File: config.mk
export PLATFORM = sky130hd
export DESIGN_NAME = ser_demux_n
export DESIGN_NICKNAME = d
export VERILOG_FILES = /design/src/rtl/ser_demux_pkg.sv /design/src/rtl/ser_shreg.sv /design/src/rtl/ser_demux_n.sv
export SDC_FILE = /design/constraint.sdc
export NUM_CORES = 1
export LEC_CHECK = 0
export CORE_ASPECT_RATIO = 1.1
export CORE_MARGIN = 5
export CORE_UTILIZATION = 50
export CTS_CLUSTER_DIAMETER = 50
export DETAILED_ROUTE_END_ITERATION = 10
export GPL_ROUTABILITY_DRIVEN = 0
export GPL_TIMING_DRIVEN = 1
export PLACE_DENSITY = 0.72
export SETUP_SLACK_MARGIN = 0.4
export SLEW_MARGIN = 25
export SYNTH_ARGS = -nofsm -noshare
export SYNTH_HDL_FRONTEND = slang
export SYNTH_SLANG_ARGS = --single-unit
File: constraint.sdc
create_clock -name clk -period 2.2 [get_ports clk]
set_input_delay 0.22 -clock clk [delete_from_list [all_inputs] [get_ports clk]]
set_output_delay 0.22 -clock clk [all_outputs]
set_load 0.1 [all_outputs]
File: src/rtl/ser_demux_pkg.sv
// ser_demux_pkg: shared FSM state type and width helper for the serial demultiplexer.
// Contents: state_t (frame-parser states), clog2() for header field widths.
package ser_demux_pkg;

    typedef enum logic [2:0] {IDLE, PORT, LEN, DATA, PAR, DONE} state_t;

    function automatic int clog2(input int n);
        int w;
        w = 0;
        while ((1 << w) < n) w++;
        return w;
    endfunction

endpackage

File: src/rtl/ser_shreg.sv
// ser_shreg: MSB-first serial-to-parallel header register.
// Ports: clk, rst (async active-low), clkEn (bit strobe), shEn (shift enable),
//        din (serial bit), q (parallel value, last bit received in q[0]).
module ser_shreg
    import ser_demux_pkg::*;
#(
    parameter int W = 2
)(
    input  logic         clk,
    input  logic         rst,
    input  logic         clkEn,
    input  logic         shEn,
    input  logic         din,
    output logic [W-1:0] q
);

    // Concatenate then truncate so W=1 needs no special case.
    always_ff @(posedge clk or negedge rst) begin
        if (!rst) q <= '0;
        else if (clkEn && shEn) q <= W'({q, din});
    end

endmodule

File: src/rtl/ser_demux_n.sv
// ser_demux_n: parses serial frames (start, port, length, payload[, parity]) and steers payload bits to one of NUM_PORTS outputs.
// Ports: clk, rst (async active-low), clkEn (bit strobe), serIn (serial in, idle high),
//        dataOut/dataValid (per-port bit and one-hot strobe), portNum (latched port),
//        busy (not IDLE), done (end-of-frame pulse), parErr (parity-error pulse).
// Option: define SER_DEMUX_PARITY_EN to add the even-parity bit, the PAR state and the parErr port.
module ser_demux_n
    import ser_demux_pkg::*;
#(
    parameter  int NUM_PORTS = 4,
    parameter  int LEN_W     = 4,
    localparam int PORT_W    = clog2(NUM_PORTS)
)(
    input  logic                 clk,
    input  logic                 rst,
    input  logic                 clkEn,
    input  logic                 serIn,
    output logic [NUM_PORTS-1:0] dataOut,
    output logic [NUM_PORTS-1:0] dataValid,
    output logic [PORT_W-1:0]    portNum,
    output logic                 busy,
    output logic                 done
`ifdef SER_DEMUX_PARITY_EN
    ,
    output logic                 parErr
`endif
);

    localparam int CNT_W = PORT_W > LEN_W ? PORT_W : LEN_W;

    // State entered once the header/payload is exhausted.
`ifdef SER_DEMUX_PARITY_EN
    localparam state_t END_ST = PAR;
`else
    localparam state_t END_ST = DONE;
`endif

    state_t             state;
    logic [CNT_W-1:0]   cnt;
    logic [LEN_W-1:0]   dcnt;
    logic [LEN_W-1:0]   len_q;
    logic [LEN_W-1:0]   len_nx;
    logic [PORT_W-1:0]  port_q;

    // Length including the bit being shifted in on the final LEN strobe.
    assign len_nx  = LEN_W'({len_q, serIn});
    assign portNum = port_q;

    ser_shreg #(.W(PORT_W)) u_port (
        .clk   (clk),
        .rst   (rst),
        .clkEn (clkEn),
        .shEn  (state == PORT),
        .din   (serIn),
        .q     (port_q)
    );

    ser_shreg #(.W(LEN_W)) u_len (
        .clk   (clk),
        .rst   (rst),
        .clkEn (clkEn),
        .shEn  (state == LEN),
        .din   (serIn),
        .q     (len_q)
    );

    always_comb begin
        dataOut   = '0;
        dataValid = '0;
        if (state == DATA && clkEn) begin
            dataOut[portNum]   = serIn;
            dataValid[portNum] = 1'b1;
        end
    end

`ifdef SER_DEMUX_PARITY_EN
    logic par;

    // Running XOR of port, length and payload bits.
    always_ff @(posedge clk or negedge rst) begin
        if (!rst) par <= 1'b0;
        else if (clkEn) begin
            if (state == IDLE) par <= 1'b0;
            else if (state == PORT || state == LEN || state == DATA) par <= par ^ serIn;
        end
    end
`endif

    always_ff @(posedge clk or negedge rst) begin
        if (!rst) begin
            state <= IDLE;
            cnt   <= '0;
            dcnt  <= '0;
            busy  <= 1'b0;
            done  <= 1'b0;
`ifdef SER_DEMUX_PARITY_EN
            parErr <= 1'b0;
`endif
        end else begin
            done <= 1'b0;
`ifdef SER_DEMUX_PARITY_EN
            parErr <= 1'b0;
`endif
            case (state)
                IDLE: if (clkEn && !serIn) begin
                    state <= PORT;
                    busy  <= 1'b1;
                    cnt   <= '0;
                end
                PORT: if (clkEn) begin
                    cnt <= (cnt == CNT_W'(PORT_W - 1)) ? '0 : cnt + 1'b1;
                    if (cnt == CNT_W'(PORT_W - 1)) state <= LEN;
                end
                LEN: if (clkEn) begin
                    cnt <= (cnt == CNT_W'(LEN_W - 1)) ? '0 : cnt + 1'b1;
                    if (cnt == CNT_W'(LEN_W - 1)) begin
                        dcnt <= len_nx;
                        if (len_nx != '0) state <= DATA;
                        else begin
                            state <= END_ST;
                            done  <= (END_ST == DONE);
                        end
                    end
                end
                DATA: if (clkEn) begin
                    dcnt <= dcnt - 1'b1;
                    if (dcnt == LEN_W'(1)) begin
                        state <= END_ST;
                        done  <= (END_ST == DONE);
                    end
                end
`ifdef SER_DEMUX_PARITY_EN
                // Even parity: the received bit must equal the running XOR.
                PAR: if (clkEn) begin
                    state  <= DONE;
                    done   <= 1'b1;
                    parErr <= par ^ serIn;
                end
`endif
                DONE: begin
                    state <= IDLE;
                    busy  <= 1'b0;
                end
                default: begin
                    state <= IDLE;
                    busy  <= 1'b0;
                end
            endcase
        end
    end

endmodule

=== Word level (Yosys, flattened, before mapping) ===
Index checks and enable logic that the tools add are counted.

* Logic and storage cells: 72
* Bits of input ports: 4
* Output and inout bits: 12
* Register bits: 18

* Reductions and logical operators: 15
* Eq/ne operators: 13
* $add $sub $neg: 2
* $lt $le $gt $ge: 2
* Bitwise logic cells: 2
* Mux-type cells: 31

{| class="wikitable"
|+ Operators with widths
! operator !! count
|-
| 4-bit 2-to-1 mux || 10
|-
| 3-bit 2-to-1 mux || 8
|-
| 2-bit != test, second input constant || 6
|-
| 3-bit case mux with 4 select lines || 1
|-
| 4-bit case mux with 3 select lines || 1
|-
| 4-bit by 1-bit == test with 1-bit output, second input constant || 2
|-
| 4-bit case mux with 2 select lines || 1
|-
| 4-bit AND reduction || 2
|-
| 1-bit 2-to-1 mux || 7
|-
| 7-bit AND reduction || 1
|-
| 3-bit by 2-bit == test with 1-bit output, second input constant || 2
|-
| 1-bit logical AND || 5
|-
| 4-bit by 1-bit adder with 4-bit output, second input constant || 1
|-
| 4-bit AND || 1
|-
| 4-bit by 2-bit == test with 1-bit output, second input constant || 1
|-
| 1-bit case mux with 2 select lines || 2
|-
| 4-bit nonzero test || 1
|-
| 4-bit by 1-bit subtractor with 4-bit output, second input constant || 1
|-
| 3-bit by 1-bit == test with 1-bit output, second input constant || 1
|-
| 3-bit zero test || 1
|-
| 2-bit by 3-bit less-than comparator with 1-bit output, second input constant || 1
|-
| 3-bit nonzero test || 1
|-
| 3-bit OR reduction || 1
|-
| 1-bit demux with 2-bit select || 1
|-
| other kinds (6) || 6
|}

=== Longest topological paths before layout ===
Gate-level depths: netlist of run 1.

* Depth after elaboration: 6
* Gate-level depth with buffers: 6
* Gate-level depth less buffers: 6

=== Modules after synthesis ===
From an unflattened synthesis of run 1, not the netlist that was laid out.

* Cell total of the unflattened synthesis: 116
* Area total of the unflattened synthesis: 1132.3 um^2

{| class="wikitable"
|+ By module, submodules not included
! module !! instances !! cells each !! sequential area each (um^2) !! area an instance (um^2)
|-
| ser_demux_n || 1 || 102 || 325.3 || 904.6
|-
| ser_shreg at u_len || 1 || 9 || 100.1 || 151.4
|-
| ser_shreg at u_port || 1 || 5 || 50.0 || 76.3
|}

=== Worst setup path after synthesis of run 1 ===
Ideal clock, no wire load.

* Kind: register to output
* Start point: register, netlist name cnt[0]
* End point: output port dataOut[0]
* Buffers on the path: 0
* Arrival: 2645 ps
* Required time: 1980 ps
* Cell stages (with the launch flop): 6
* Slack: -665 ps
* Path through: dfrtp_1 > ha_1 > nor3b_2 > o211ai_4 > or3_4 > nor2_1

{| class="wikitable"
|+ RTL lines
! item !! RTL line !! text
|-
| end: declaration || ser_demux_n.sv:17 || <nowiki>output logic [NUM_PORTS-1:0] dataOut,</nowiki>
|}

==> impl_metrics.csv, run 1 <==
group,metric,value,unit
timing,post-route-min-period,2.15,ns
finish,postLayoutCoreUtil,76.1,%
yosys,synth_edf_count,0,
grt,grt_usage,16.6,%
timing,skew,0.00779,ns
timing,hold_ws,0.233,ns
power,powerDensity,1440,nW/um2
run_status,outcome,"complete, no violations",
grt,grt_pass1_vias,892,
yosys,synth.net_count,124,
grt,grt_pass1_wl,4.07,mm
finish,nNetsFinal,153,
timing,finalSetupTns,0,ns
finish,area_growth,42.8,%
worst_setup_path,crit_type,"reg -> out",
clocking,ctsHtreeMaxLevel,1,
route,drcViolationCount,0,
clocking,cts_made_buffers,3,
yosys,synth-main-ff-cell,"dfrtp_1",
timing,slew_viol_final,0,
yosys,syn_avg_cell_area,9.48,um2
timing,rsz0062_at_grt,"yes",
worst_setup_path,cp_max_fo,4,
yosys,yosysTopAreaCell,"dfrtp_1",
timing,slew_headroom,67.0,%
yosys,yosysMostFrequentCell,"nor2_1",
clocking,root_buffer,"clkbuf_4",
route,vias,945,
clocking,path_clk_slew,0.11,ns
timing,finalSetupViolations,0,
yosys,synthTopCellsByArea,"dfrtp_1 41%, nor2_1 6.5%, ha_1 4.6%",
grt,met3_usage,3.02,%
clocking,clk_latency,0.30,ns
clocking,cts_sinks,18,
worst_setup_path,critical_path_required,1.98,ns
worst_setup_path,startpoint_type,"register",
floorplan,start_util,53.3,%
grt,grt_max_degree,19,
floorplan,rows,17,
run,maxCapViolCount,0,
clocking,cts_tree,"done",
yosys,synth_common_cells,"19 x nor2_1, 18 x dfrtp_1, 8 x nand2_1",
route,finalWirelength,2.46,mm
grt,met2_usage,27.2,%
finish,drive_gt1_share,41.0,%
timing,final.period_utilization,97.6,%
floorplan,design.die.area,3240,um2
floorplan,io_pins,16,
worst_setup_path,ff2ff_path_depth,7,
placed_design,dp_hpwl,1.78,mm
yosys,synth_seq_cells,18,
worst_setup_path,cp.arrival,1.93,ns
yosys,yosys_warnings,0,
grt,overflow,0,
route,routedWlPerCell,14.3,um
grt,antenna_found_initial,0,
route,final_antenna_net_count,0,
floorplan,fp.dieW,54.7,um
route,dr.pass1.iters,4,
floorplan,coreArea,2060,um2
finish,n_antenna_cell,0,
timing,fmax,466,MHz
timing,hold_violations,0,
hold_path,min_path_type,"in -> async",
clocking,clockBufferDepth,2,
route,drt_iter0_markers,16,
worst_setup_path,cp-end-kind,"output port",
finish,final_cells,172,
grt,busiest_layer,"met2",
yosys,synth_cells,116,
placed_design,place.port_buffers,15,
floorplan,fp.dieH,59.2,um
timing,worst_pin_slew,0.491,ns
placed_design,dp.cells,160,
yosys,synth.top_cell.area_share,41.0,%
yosys,yosysSeqAreaShare,41.0,%
route,vias_per_cell,5.49,
yosys,async_reset_ff_share,100,%
power,p_leak,0.660,nW
grt,met1_usage,22.4,%
power,max-vdd-ir-drop,0.000833,V
yosys,syn_area,1100,um2
yosys,ys_types,37,
[critical path, stage by stage (launching register included)]
cell and delay [ns]:
dfrtp_1 0.37, ha_2 0.19, nor3b_4 0.25, o211ai_4 0.11
or3_4 0.40, nor2_4 0.13, buf_12 0.18
[final cells by class]
cell class                      count  area (um2)
Multi-Input combinational cell     89         699
Fill cell                         151         493
Sequential cell                    18         455
Timing Repair Buffer               29         329
Clock buffer                        4        36.3
Tap cell                           28        35.0
Inverter                            4        15.0
[power by group]
part / switching (W) / internal (W)
clock network: 0.000107 / 0.000101
logic: 0.000864 / 0.000574
registers: 0.000149 / 0.000469
total: 0.00112 / 0.00114
[through the flow]
step | total power (W) | cell area [um2] | setup slack, ns
CTS | 0.00220 | 1530 | 0.0419
global placement | 0.00189 | 1440 | 0.263
finish | 0.00226 | 1570 | 0.0522
global route | 0.00242 | 1570 | -0.0367
detailed placement | 0.00192 | 1440 | 0.228
floorplan | 0.00161 | 1170 | 0.115
[path summary, 6_finish.rpt]
kind,from,end,slack [ns]
min,rst,cnt[2],0.23
min reg2reg,busy,busy,0.53
max,cnt[0],dataValid[2],0.05
min in group clk,busy,busy,0.53
max in group asynchronous,rst,u_port.q[0],1.75
max reg2reg,cnt[1],state[0],0.47
[metal layers]
layer	vias up	part of all wire, %
met3	2	6.0
met5	-	0
li1	466	-
met4	0	0.53
met2	22	50
met1	455	44
[cell families after synthesis]
family / synth area share (%)
AO/OA/AOI/OAI: 16.0
adder cells (fa/ha/maj): 4.55
buffers and inverters: 4.21
flip-flops: 41.0
multiplexers: 6.83
AND/OR/NAND/NOR: 27.4
[sequential cells by signal, summed over array words and instances (netlist names)]
register  count
u_port.q      2
state         3
done          1
busy          1
dcnt          4
cnt           4
u_len.q       3
[cell usage in the layout, fill, tap and decap left out, types with 2 or more instances in the layout]
cell type,count
inv_1,4
and3_1,2
dfrtp_1,14
or3b_1,2
nand2b_1,7
buf_4,17
o2bb2ai_1,3
o21ai_0,7
dfrtp_2,4
o22ai_1,2
nor2_1,10
nor3b_1,2
nor2_4,8
mux2_2,4
buf_12,8
ha_1,3
nand2_1,8
a21oi_1,4
clkbuf_4,3
clkdlybuf4s50_1,3
mux2i_1,3
[timing repair]
action	CTS	global route
endpoints found under the hold margin	0	0
setup endpoints to repair	8	13
hold buffers	0	0
buffers inserted	5	3
pin swaps	0	3
resized for setup	4	5
(Power assumes the default switching activity.)
==> run 2: changes to the inputs <==
--- a/config.mk
+++ b/config.mk
@@ -12,8 +12,9 @@
 export DETAILED_ROUTE_END_ITERATION = 10
 export GPL_ROUTABILITY_DRIVEN = 0
 export GPL_TIMING_DRIVEN = 1
-export PLACE_DENSITY = 0.72
+export PLACE_DENSITY = 0.76
 export SETUP_SLACK_MARGIN = 0.4
+export SKIP_LAST_GASP = 1
 export SLEW_MARGIN = 25
 export SYNTH_ARGS = -nofsm -noshare
 export SYNTH_HDL_FRONTEND = slang
==> run 2 against run 1 <==
Net effect: final cell count up 1.2%; critical endpoint is now dataOut[0]; combinational power up 4%; non-clock buffer count grew 2; sequential share of layout area shrank 0.48 points; flip-flop and latch count unchanged; highest routed layer unchanged; critical path depth down 1; hold slack better by 0.0018 ns.
==> impl_metrics.csv, run 2 (synthesis results as in run 1) <==
group,metric,value,unit
run_status,outcome,"complete, no violations",
clocking,cts_hold_buf,0,
finish,final_area,1600,um2
timing,fmax,460,MHz
finish,nNetsFinal,155,
route,final_antenna_net_count,0,
finish,fillCellCount,132,
worst_setup_path,cp-end-kind,"output port",
worst_setup_path,r2r_slack,0.48,ns
finish,register_area,455,um2
grt,grt_pass1_vias,966,
route,drt_iter0_markers,40,
floorplan,fp.dieW,54.7,um
worst_setup_path,startpoint_type,"register",
clocking,cts_made_buffers,3,
route,drcViolationCount,0,
worst_setup_path,crit_path_end,"dataOut[0]",
finish,multi_input_area,707,um2
clocking,root_buffer,"clkbuf_4",
placed_design,dpl-instance-area,1440,um2
timing,hold_violations,0,
worst_setup_path,r2r_start,"dcnt[1]",
timing,rsz0062_at_grt,"yes",
timing,skew,0.00149,ns
worst_setup_path,worst_path_largest_cell_delay,0.51,ns
worst_setup_path,ff2ff_path_depth,6,
finish,drive_gt1_share,42.5,%
placed_design,dp_hpwl,1.89,mm
clocking,ctsHtreeMaxLevel,1,
floorplan,rows,17,
floorplan,start_util,53.3,%
power,p_leak,0.668,nW
floorplan,design.die.area,3240,um2
clocking,clk_latency,0.30,ns
grt,grt_pass1_wl,4.31,mm
grt,grt_max_degree,19,
timing,final.period_utilization,98.7,%
floorplan,coreArea,2060,um2
finish,area_growth,45.2,%
route,dr.pass1.iters,4,
timing,slew_headroom,74.6,%
hold_path,min_path_type,"in -> async",
power,p_sw,0.00116,W
worst_setup_path,crit_path_start,"state[2]",
route,finalWirelength,2.74,mm
worst_setup_path,critical_path_required,1.98,ns
timing,finalSetupViolations,0,
clocking,cts_tree,"done",
clocking,clockBufferDepth,2,
finish,final_cell_mix,"19 x buf_4, 14 x dfrtp_1, 10 x nor2_1, 9 x nor2_4, 8 x buf_12",
power,seqPwrFrac,26.7,%
power,clock_power_share,8.9,%
worst_setup_path,cp.arrival,1.95,ns
grt,grt_usage,18.0,%
timing,post-route-min-period,2.17,ns
power,power.share.combinational,64.4,%
grt,antenna_found_initial,0,
worst_setup_path,cp_slowest_cell,"dfrtp_1",
timing,slew_viol_final,0,
finish,final_common_cell,"buf_4",
power,switching_share,49.7,%
worst_setup_path,crit_chain,"and2b_2 -> o211ai_4 -> or3_4 -> nor2_4 -> buf_12",
finish,reg_top3,"cnt (4), dcnt (4)",
route,vias,988,
clocking,cts_sinks,18,
power,max-vdd-ir-drop,0.000972,V
route,routedWlPerCell,15.7,um
finish,n_antenna_cell,0,
grt,overflow,0,
floorplan,io_pins,16,
worst_setup_path,cp_max_fo,9,
power,total_power,0.00233,W
route,vias_per_cell,5.68,
worst_setup_path,worst_r2r_endpoint,"state[0]",
floorplan,fp.dieH,59.2,um
placed_design,place.port_buffers,15,
worst_setup_path,crit_type,"reg -> out",
power,p_int,0.00117,W
timing,worst_pin_slew,0.378,ns
clocking,path_clk_slew,0.10,ns
run,maxCapViolCount,0,
power,powerDensity,1460,nW/um2
-- run 2: final cells by class --
cell class                      instances  area share, %
Clock buffer                            4           2.27
Sequential cell                        18           28.5
Multi-Input combinational cell         89           44.3
Tap cell                               28           2.19
Timing Repair Buffer                   31           21.6
Inverter                                4           1.18
-- run 2: how the worst min path moves through the flow --
stage               endpoint
floorplan               busy
global placement        busy
detailed placement      busy
CTS                   cnt[3]
global route          cnt[0]
finish                  busy
-- run 2: routing by layer --
layer  vias up  global-route usage, %  part of all wire (%)
met5         -                      0                     0
met4         0                   5.69                  0.91
met3         4                   4.03                   6.5
met2        32                   31.3                    55
met1       480                   21.2                    38
li1        472                      -                     -
-- run 2: power groups by stage --
stage               sequential [W]  clock, W  combinational [W]
finish                    0.000623  0.000207            0.00150
global route              0.000641  0.000228            0.00162
CTS                       0.000622  0.000210            0.00137
detailed placement        0.000640         0            0.00129
global placement          0.000628         0            0.00126
floorplan                 0.000785         0           0.000821
-- run 2: critical path, delay by kind of cell, from the launching register on --
kind | cells | cell delay, ns
AND/OR/NAND/NOR | 3 | 0.87
flip-flops | 1 | 0.51
AO/OA/AOI/OAI | 1 | 0.08
buffers and inverters | 1 | 0.18
-- run 2: through the flow --
stage	util, %	setup TNS (ns)	setup WS (ns)	instances	hold slack (ns)
3_5_place_dp	69.9	0	0.243	160	0.507
5_1_grt	77.4	-0.167	-0.0536	174	0.264
2_1_floorplan	-	0	0.115	116	-0.0756
4_1_cts	74.2	0	0.0348	169	0.246
3_3_place_gp	69.9	0	0.290	160	0.487
6_report	77.4	0	0.0280	174	0.235
-- run 2: timing repair --
item | CTS | global route
endpoints found under the setup margin | 8 | 12
setup buffers | 5 | 5
pin swaps | 2 | 1
resized for setup | 5 | 7
